## config.mk

```make
export PLATFORM = sky130hd
export DESIGN_NAME = fp_align_pipe
export DESIGN_NICKNAME = d
export VERILOG_FILES = /design/src/rtl/fp_align_pipe.sv
export SDC_FILE = /design/constraint.sdc
export NUM_CORES = 1
export LEC_CHECK = 0
export ABC_AREA = 1
export CAP_MARGIN = 20
export CORE_MARGIN = 10
export CORE_UTILIZATION = 50
export CTS_CLUSTER_SIZE = 14
export DETAILED_ROUTE_END_ITERATION = 10
export PLACE_DENSITY = 0.75
export SLEW_MARGIN = 20
export SYNTH_ARGS = -nofsm -noshare
export SYNTH_HDL_FRONTEND = slang
export SYNTH_SLANG_ARGS = --single-unit
```

## constraint.sdc

```tcl
create_clock -name clk -period 4.5 [get_ports clk]
set_input_delay 0.9 -clock clk [delete_from_list [all_inputs] [get_ports clk]]
set_output_delay 0.9 -clock clk [all_outputs]
set_load 0.01 [all_outputs]
```

## src/rtl/fp_align_pipe.sv

```systemverilog
// FP adder alignment: magnitude ordering, implicit-bit restore, small-operand
// right shift with guard/round/sticky, two registered stages with valid/ready.
module fp_align_pipe #(
  parameter int EXP_W = 8,
  parameter int MAN_W = 23
) (
  input  logic             clk,
  input  logic             rst_n,
  input  logic             flush,
  input  logic             in_valid,
  output logic             in_ready,
  input  logic             in_sign_a,
  input  logic             in_sign_b,
  input  logic [EXP_W-1:0] in_exp_a,
  input  logic [EXP_W-1:0] in_exp_b,
  input  logic [MAN_W-1:0] in_man_a,
  input  logic [MAN_W-1:0] in_man_b,
  output logic             out_valid,
  input  logic             out_ready,
  output logic [EXP_W-1:0] out_exp,
  output logic             out_sign_big,
  output logic             out_sign_small,
  output logic [MAN_W:0]   out_man_big,
  output logic [MAN_W:0]   out_man_small,
  output logic             out_guard,
  output logic             out_round,
  output logic             out_sticky,
  output logic             out_swapped,
  output logic [EXP_W-1:0] out_diff
);

  localparam int SW = MAN_W + 3;
  localparam logic [EXP_W-1:0] SH_MAX = EXP_W'(SW);
  localparam logic [EXP_W-1:0] ONE = EXP_W'(1);

  logic s1_valid;
  logic s2_valid;
  logic adv1;
  logic adv2;

  assign adv2      = !s2_valid || out_ready;
  assign adv1      = !s1_valid || adv2;
  assign in_ready  = adv1;
  assign out_valid = s2_valid;

  logic [EXP_W-1:0] eff_a;
  logic [EXP_W-1:0] eff_b;
  logic             imp_a;
  logic             imp_b;
  logic             b_big;

  assign imp_a = (in_exp_a != '0);
  assign imp_b = (in_exp_b != '0);
  assign eff_a = imp_a ? in_exp_a : ONE;
  assign eff_b = imp_b ? in_exp_b : ONE;
  // Equal magnitudes keep A as the big operand.
  assign b_big = {eff_b, imp_b, in_man_b} > {eff_a, imp_a, in_man_a};

  logic [EXP_W-1:0] s1_exp;
  logic [EXP_W-1:0] s1_diff;
  logic             s1_sign_big;
  logic             s1_sign_small;
  logic [MAN_W:0]   s1_man_big;
  logic [MAN_W:0]   s1_man_small;
  logic             s1_swapped;

  always_ff @(posedge clk or negedge rst_n) begin
    if (!rst_n) begin
      s1_valid <= 1'b0;
      s2_valid <= 1'b0;
    end else if (flush) begin
      s1_valid <= 1'b0;
      s2_valid <= 1'b0;
    end else begin
      if (adv1) s1_valid <= in_valid;
      if (adv2) s2_valid <= s1_valid;
    end
  end

  always_ff @(posedge clk or negedge rst_n) begin
    if (!rst_n) begin
      s1_exp        <= '0;
      s1_diff       <= '0;
      s1_sign_big   <= 1'b0;
      s1_sign_small <= 1'b0;
      s1_man_big    <= '0;
      s1_man_small  <= '0;
      s1_swapped    <= 1'b0;
    end else if (adv1 && in_valid) begin
      s1_swapped <= b_big;
      if (b_big) begin
        s1_exp        <= eff_b;
        s1_diff       <= eff_b - eff_a;
        s1_sign_big   <= in_sign_b;
        s1_sign_small <= in_sign_a;
        s1_man_big    <= {imp_b, in_man_b};
        s1_man_small  <= {imp_a, in_man_a};
      end else begin
        s1_exp        <= eff_a;
        s1_diff       <= eff_a - eff_b;
        s1_sign_big   <= in_sign_a;
        s1_sign_small <= in_sign_b;
        s1_man_big    <= {imp_a, in_man_a};
        s1_man_small  <= {imp_b, in_man_b};
      end
    end
  end

  logic [EXP_W-1:0] sh;
  logic [SW-1:0]    ext;
  logic [SW-1:0]    shifted;
  logic [SW-1:0]    lost;

  assign sh      = (s1_diff >= SH_MAX) ? SH_MAX : s1_diff;
  assign ext     = {s1_man_small, 2'b00};
  assign shifted = ext >> sh;
  // Bits that fell below the round position feed sticky.
  assign lost    = ext & ~({SW{1'b1}} << sh);

  always_ff @(posedge clk or negedge rst_n) begin
    if (!rst_n) begin
      out_exp        <= '0;
      out_sign_big   <= 1'b0;
      out_sign_small <= 1'b0;
      out_man_big    <= '0;
      out_man_small  <= '0;
      out_guard      <= 1'b0;
      out_round      <= 1'b0;
      out_sticky     <= 1'b0;
      out_swapped    <= 1'b0;
      out_diff       <= '0;
    end else if (adv2 && s1_valid) begin
      out_exp        <= s1_exp;
      out_sign_big   <= s1_sign_big;
      out_sign_small <= s1_sign_small;
      out_man_big    <= s1_man_big;
      out_man_small  <= shifted[SW-1:2];
      out_guard      <= shifted[1];
      out_round      <= shifted[0];
      out_sticky     <= |lost;
      out_swapped    <= s1_swapped;
      out_diff       <= s1_diff;
    end
  end

endmodule
```

==> impl_results.md, run 1 <==
* Largest net degree at the start of global routing at 111
* Gr usage total at 21.9%
* Most frequent cells in the layout: nand2_1 (531), nand3_1 (233), clkdlybuf4s50_1 (139), dfrtp_1 (139), inv_1 (112)
* R2R setup slack at 1.79 ns
* Clk sinks at 139
* Synth Area in Adders at 5.83%
* Setup bufs post-CTS at 0
* Die height at 155 microns
* Clock Latency Late Sink at 0.42 ns
* Rows at 49
* TNS Setup at 0 ns
* Max H-tree Level at 4
* Leak Pwr at 0.00577 uW
* Worst reg-to-reg path cell count at 9
* FF+latch count, synth at 139
* Clk_skew at 0.00983 ns
* Dpl hpwl at 19.2 mm
* Drt wl/cell at 15.9 microns
* Fin nets at 1533
* Worst-path maximum fanout at 45
* Pins over their slew limit at 0
* Worst r2r src: s1_diff[4]$_DFFE_PN0P_
* Total grt overflow at 0
* Met1 Resource Use GR at 30.8%
* CTS Hold Bufs at 0
* Mapped Nets at 1444
* Max Root-Sink Buffers at 2
* # diodes at 0
* Final hold vios at 0
* Mean post-synth cell area at 6.78 sq um
* Area post-placement at 10500 sq um
* Share of cells above drive strength 1 at 4.60%
* Global-route track usage on met2 at 33.3%
* Die width at 155 microns
* Tightest Hold Check Type: in -> async
* Synthesis warning total at 0
* Final core occ at 61.7%
* Vias in the first global route at 8451
* Synthesized cell area at 9050 sq um
* First-pass DRT Iterations at 6
* Worst Setup Start Kind: input port
* XOR/XNOR Fraction of Synth Area at 1.06%
* Max_cap viols at 0
* Via count at 8957
* First-pass GRT wire length at 43.7 mm
* Worst r2r dst: out_guard$_DFFE_PN0P_
* Worst slew pin tran at 0.863 ns
* Total Die Area at 23900 sq um
* Clock Tree Root: clkbuf_16
* Starting DRT DRC Count at 835
* FMAX at 265 MHz
* Synth-to-Final Area Change at 22.0%
* Initial core utilization at 50.6%
* Routability congestion estimate at 0.932
* Cells after synthesis at 1334
* Simple-Gate Fraction of Synth Area at 39.2%
* Remaining routing DRC violations at 0
* Final Cell Area at 11000 sq um
* Largest family of logic cells by synthesized area: simple AND/OR/NAND/NOR gates
* Hold slack at 0.361 ns
* Critical Path AT at 4.06 ns
* Clock buffer count from CTS at 17
* Vias/cell at 5.38
* Mux share of post-synthesis cell area at 0%
* Most common cell after layout, fill and taps aside: nand2_1
* PD cells at 415 nW/um^2
* Filler cells at 1672
* Routed Antenna Nets at 0
* Status: completed
* Core area at 17900 sq um
* RSZ-0062 raised after global routing: no
* CTS tree: built
* Grt peak-use layer: met2
* VDD IR max at 296 uV
* Fin crit share at 83.8%
* Yosys cell types at 35
* IO Pins at 141
* Sequential share of the synthesized area at 38.4%
* Setup crit end kind: register
* Setup Crit Path Kind: in -> reg
* Total Wirelength at 26.5 mm
* Min cycle time layout at 3.77 ns
* Port-buffer cells at 140
* Initial antenna violation count at 0
* Synth Area in Compound Gates at 5.85%
* Post-CTS resize count at 0
* Grt met3 use at 4.66%
* Clk pin slew, worst setup/hold paths at 0.06 ns
* Final setup fails at 0
* Rel. slew slack at 42.4%
* Worst EP required at 4.79 ns
[area by class of cell]
cell class	instances	area, sq um	area share [%]
inverter	123	464	4.21
multi-input combinational	989	4710	42.7
clock inverter	10	93.8	0.850
clock buffer	21	460	4.17
sequential	139	3480	31.5
timing repair buffer	153	1550	14.0
tap	229	287	2.60
[routing by layer]
layer	wire length, microns	vias up
li1	-	4437
met1	12200	4123
met2	11900	352
met3	1920	45
met4	488	0
met5	0	-
[through the flow]
step,total power (uW),std cells,setup slack [ns]
finish,4580,1664,0.728
global route,4870,1664,0.432
CTS,4590,1663,0.811
detailed placement,3250,1632,0.412
global placement,3230,1632,0.431
floorplan,2620,1334,1.39
[power by group]
part           switching [uW]  internal [uW]  total [uW]
clock network             543            786        1330
logic                     949            650        1600
registers                 175           1480        1650
total                    1670           2910        4580
[cell usage after synthesis]
cell type	number	area (sq um)
o21ai_0	30	150
clkinv_2	1	5.00
o21a_1	3	22.5
buf_4	6	45.0
xnor2_1	5	43.8
o21ai_1	18	90.1
clkinv_1	3	11.3
buf_6	6	67.6
inv_1	113	424
ha_1	39	488
buf_2	24	120
nand3_2	1	10.0
nand3_1	233	1170
nor2_1	42	158
nand2_2	3	18.8
nor4_2	1	12.5
a21o_1	4	30.0
nor2_4	1	11.3
nor4_1	3	18.8
dfrtp_1	139	3480
o21bai_1	3	22.5
nand2_1	535	2010
clkbuf_1	46	173
a21oi_1	27	135
nand3b_1	2	15.0
o211ai_2	1	12.5
o211ai_1	8	60.1
inv_2	6	22.5
buf_1	1	3.75
nand4_1	14	87.6
a31oi_1	1	6.26
fa_1	2	40.0
nor3_1	3	15.0
nor2_2	4	25.0
xor2_1	6	52.6
[worst max-delay path by stage]
stage,from,endpoint,slack (ns),cells past startpoint
2_1_floorplan,in_exp_b[2],s1_diff[1]$_DFFE_PN0P_,1.39,18
3_3_place_gp,in_exp_b[2],s1_man_small[7]$_DFFE_PN0P_,0.43,18
3_5_place_dp,in_exp_b[2],s1_man_small[6]$_DFFE_PN0P_,0.41,18
4_1_cts,in_exp_b[2],s1_man_small[12]$_DFFE_PN0P_,0.81,18
5_1_grt,in_exp_b[2],s1_man_small[12]$_DFFE_PN0P_,0.43,18
6_report,in_exp_b[2],s1_man_small[12]$_DFFE_PN0P_,0.73,18
[state kept, by name, indices dropped and copies added (netlist names)]
register        flops
out_swapped         1
out_sticky          1
s1_sign_small       1
out_valid           1
out_man_small      24
out_sign_small      1
out_sign_big        1
s1_sign_big         1
out_exp             8
s1_swapped          1
out_guard           1
s1_exp              8
s1_diff             8
out_man_big        24
s1_man_small       24
s1_man_big         24
s1_valid            1
out_round           1
out_diff            8
[cells by family (layout without fill, tap and decap cells)]
kind of cell / Yosys count / after routing
AND/OR/NAND/NOR: 842 / 842
buffers and inverters: 206 / 307
flip-flops: 139 / 139
AO/OA/AOI/OAI: 95 / 95
adder cells (fa/ha/maj): 41 / 41
XOR/XNOR: 11 / 11
[worst max-delay path, stage by stage]
cell	delay, ns
clkdlybuf4s50_1	0.46
nor4_1	0.29
inv_1	0.06
nor2_1	0.25
nor2_1	0.13
inv_1	0.08
ha_1	0.16
inv_1	0.06
fa_1	0.43
o21ai_1	0.16
nand2_1	0.06
nand3_1	0.08
a21oi_1	0.06
nand2_2	0.11
buf_4	0.40
nand3_1	0.12
nand3_1	0.14
nand2_1	0.09
Note: power is estimated with default switching activity, not from simulation.
==> inputs of run 2 (changes only) <==
Settings changed: PLACE_DENSITY 0.75 to 0.78.
Clock period 4.5 ns to 3.45 ns, I/O delays scaled along.
==> run 2 against run 1 <==
Clock-buffer cell count decreased by 3. First-iteration DRC count grew 20%. Clock power grew 47%. Critical path depth is the same. Routed wire length increased by 3.5%. Cell area grew 3.0%. Flip-flop and latch count did not move. Global-route usage grew 0.87 points. Register-to-register slack got worse by 0.76 ns. Sequential power is 30% higher. Worst hold slack lost 0.10 ns. Core utilization rose by 1.9 points. Critical endpoint is now s1_exp[7]$_DFFE_PN0P_. Highest routed layer unchanged.
==> impl_results.md, run 2 (synthesized netlist as in run 1, its figures left out) <==
* Status: completed (unchanged)
* Core area at 17900 sq um (unchanged)
* PD cells at 550 nW/um^2 (was 415 nW/um^2)
* Initial core utilization at 50.6% (unchanged)
* Largest net degree at the start of global routing at 70 (was 111)
* Routed Antenna Nets at 0 (unchanged)
* Gr usage total at 22.8% (was 21.9%)
* Port-buffer cells at 140 (unchanged)
* Worst-path cell chain: clkdlybuf4s50_1 -> nor4_2 -> inv_1 -> nor2_1 -> nor2_1 -> inv_1 -> ha_1 -> inv_1 -> fa_1 -> o21ai_1 -> nand2_1 -> nand3_1 -> a21oi_1 -> nand2_2 -> buf_4 -> nand3_1 -> nand3_1 -> nand2_1 (was clkdlybuf4s50_1 -> nor4_1 -> inv_1 -> nor2_1 -> nor2_1 -> inv_1 -> ha_1 -> inv_1 -> fa_1 -> o21ai_1 -> nand2_1 -> nand3_1 -> a21oi_1 -> nand2_2 -> buf_4 -> nand3_1 -> nand3_1 -> nand2_1)
* Remaining routing DRC violations at 0 (unchanged)
* Total Wirelength at 27.4 mm (was 26.5 mm)
* Fin nets at 1569 (was 1533)
* Rows at 49 (unchanged)
* FMAX at 321 MHz
* Most common cell after layout, fill and taps aside: nand2_1 (unchanged)
* Clk_skew at 0.00675 ns (was 0.00983 ns)
* DRT met1 WL at 12.3 mm (was 12.2 mm)
* CTS Hold Bufs at 0 (unchanged)
* Max_cap viols at 0 (unchanged)
* Critical path's slowest cell: clkdlybuf4s50_1 (unchanged)
* Via count at 9125 (was 8957)
* Post-CTS resize count at 0 (unchanged)
* IO Pins at 141 (unchanged)
* Total Die Area at 23900 sq um (unchanged)
* Vias in the first global route at 8710 (was 8451)
* Tightest Hold Check Type: in -> async (unchanged)
* Worst Setup Start Kind: input port (unchanged)
* RSZ-0062 raised after global routing: no (unchanged)
* Fin crit share at 90.2%
* Filler cells at 1641 (was 1672)
* VDD IR max at 372 uV (was 296 uV)
* Synth-to-Final Area Change at 25.7% (was 22.0%)
* Die height at 155 microns (unchanged)
* Most frequent cells in the layout: nand2_1 (531), nand3_1 (233), clkdlybuf4s50_1 (139), dfrtp_1 (139), inv_1 (112) (unchanged)
* Share of cells above drive strength 1 at 7.07% (was 4.60%)
* # diodes at 0 (unchanged)
* Routability congestion estimate at 0.920 (was 0.932)
* Initial antenna violation count at 0 (unchanged)
* WL met2 at 12.3 mm (was 11.9 mm)
* Clock buffer count from CTS at 17 (unchanged)
* Clk sinks at 139 (unchanged)
* Max Root-Sink Buffers at 2 (unchanged)
* Total Power at 6260 uW (was 4580 uW)
* Top Layer Used: met4 (unchanged)
* Min cycle time layout at 3.11 ns
* Final setup fails at 0 (unchanged)
* TNS Setup at 0 ns (unchanged)
* Pins over their slew limit at 0 (unchanged)
* Clk pin slew, worst setup/hold paths at 0.06 ns (about the same)
* Starting DRT DRC Count at 1001 (was 835)
* CP max stage delay at 0.45 ns (was 0.46 ns)
* Worst EP required at 3.76 ns (was 4.79 ns)
* Worst-path maximum fanout at 19 (was 45)
* Worst slew pin tran at 0.729 ns (was 0.863 ns)
* Clock Tree Root: clkbuf_16 (unchanged)
* Setup Crit Path Kind: in -> reg (unchanged)
* Max H-tree Level at 4 (unchanged)
* Final hold vios at 0 (unchanged)
* Leak Pwr at 0.00597 uW (was 0.00577 uW)
* Dpl hpwl at 20.6 mm (was 19.2 mm)
* Drt wl/cell at 16.1 microns (was 15.9 microns)
* Vias/cell at 5.37 (was 5.38)
* Setup bufs post-CTS at 0 (unchanged)
* Total grt overflow at 0 (unchanged)
* Setup crit end kind: register (unchanged)
* First-pass DRT Iterations at 6 (unchanged)
* Met3 Wirelength at 2.23 mm (was 1.92 mm)
* First-pass GRT wire length at 45.1 mm (was 43.7 mm)
* Critical Path AT at 3.43 ns (was 4.06 ns)
* Final core occ at 63.5% (was 61.7%)
* Clock Latency Late Sink at 0.43 ns (was 0.42 ns)
* CTS tree: built (unchanged)
* Die width at 155 microns (unchanged)
* Rel. slew slack at 51.4% (was 42.4%)
## run 2: layout make-up
class / instances / area [sq um] / share of cell area (%)
clock buffers: 18 / 429 / 3.77
clock inverters: 13 / 194 / 1.70
inverters: 123 / 463 / 4.07
multi-input cells: 989 / 4720 / 41.5
flip-flops and latches: 139 / 3480 / 30.6
well taps: 229 / 287 / 2.52
repair buffers: 189 / 1810 / 15.9
## run 2: path summary, 6_finish.rpt
check,start,endpoint,slack [ns],depth (start not counted)
max,in_exp_b[2],s1_exp[7]$_DFFE_PN0P_,0.34,18
min,rst_n,out_man_small[15]$_DFFE_PN0P_,0.26,1
max reg2reg,s1_diff[7]$_DFFE_PN0P_,out_man_small[6]$_DFFE_PN0P_,1.03,11
min reg2reg,s1_man_big[1]$_DFFE_PN0P_,out_man_big[1]$_DFFE_PN0P_,0.47,2
max in group asynchronous,rst_n,s1_man_big[17]$_DFFE_PN0P_,2.44,2
min in group clk,s1_man_big[1]$_DFFE_PN0P_,out_man_big[1]$_DFFE_PN0P_,0.47,2
## run 2: routing by layer
layer | GRT usage [%] | vias to the layer above
met5 | 0 | -
met4 | 7.42 | 0
met3 | 5.32 | 51
met2 | 34.7 | 363
met1 | 31.3 | 4202
li1 | - | 4509
## run 2: power breakdown
part | switching (uW) | internal (uW) | total, uW | leakage (uW)
Combinational | 1260 | 887 | 2140 | 0.00394
Clock | 744 | 1210 | 1960 | 0.000294
Sequential | 230 | 1920 | 2150 | 0.00174
Total | 2230 | 4030 | 6260 | 0.00597
## run 2: per-stage QoR
step	instance area [sq um]	setup slack, ns	std cells	hold slack [ns]
after floorplan	9050	0.549	1334	0.394
after global placement	10700	-0.0384	1669	0.451
after detailed placement	10700	-0.0741	1669	0.458
after CTS	11400	0.364	1700	0.291
after global routing	11400	0.0248	1700	0.313
final	11400	0.337	1700	0.256
## run 2: critical path: cells and delay by family
family | cells | cell delay (ns)
adders and majority gates | 2 | 0.54
buffers and inverters | 5 | 0.88
AOI/OAI and AO/OA | 2 | 0.21
and+or+nand+nor | 9 | 1.11
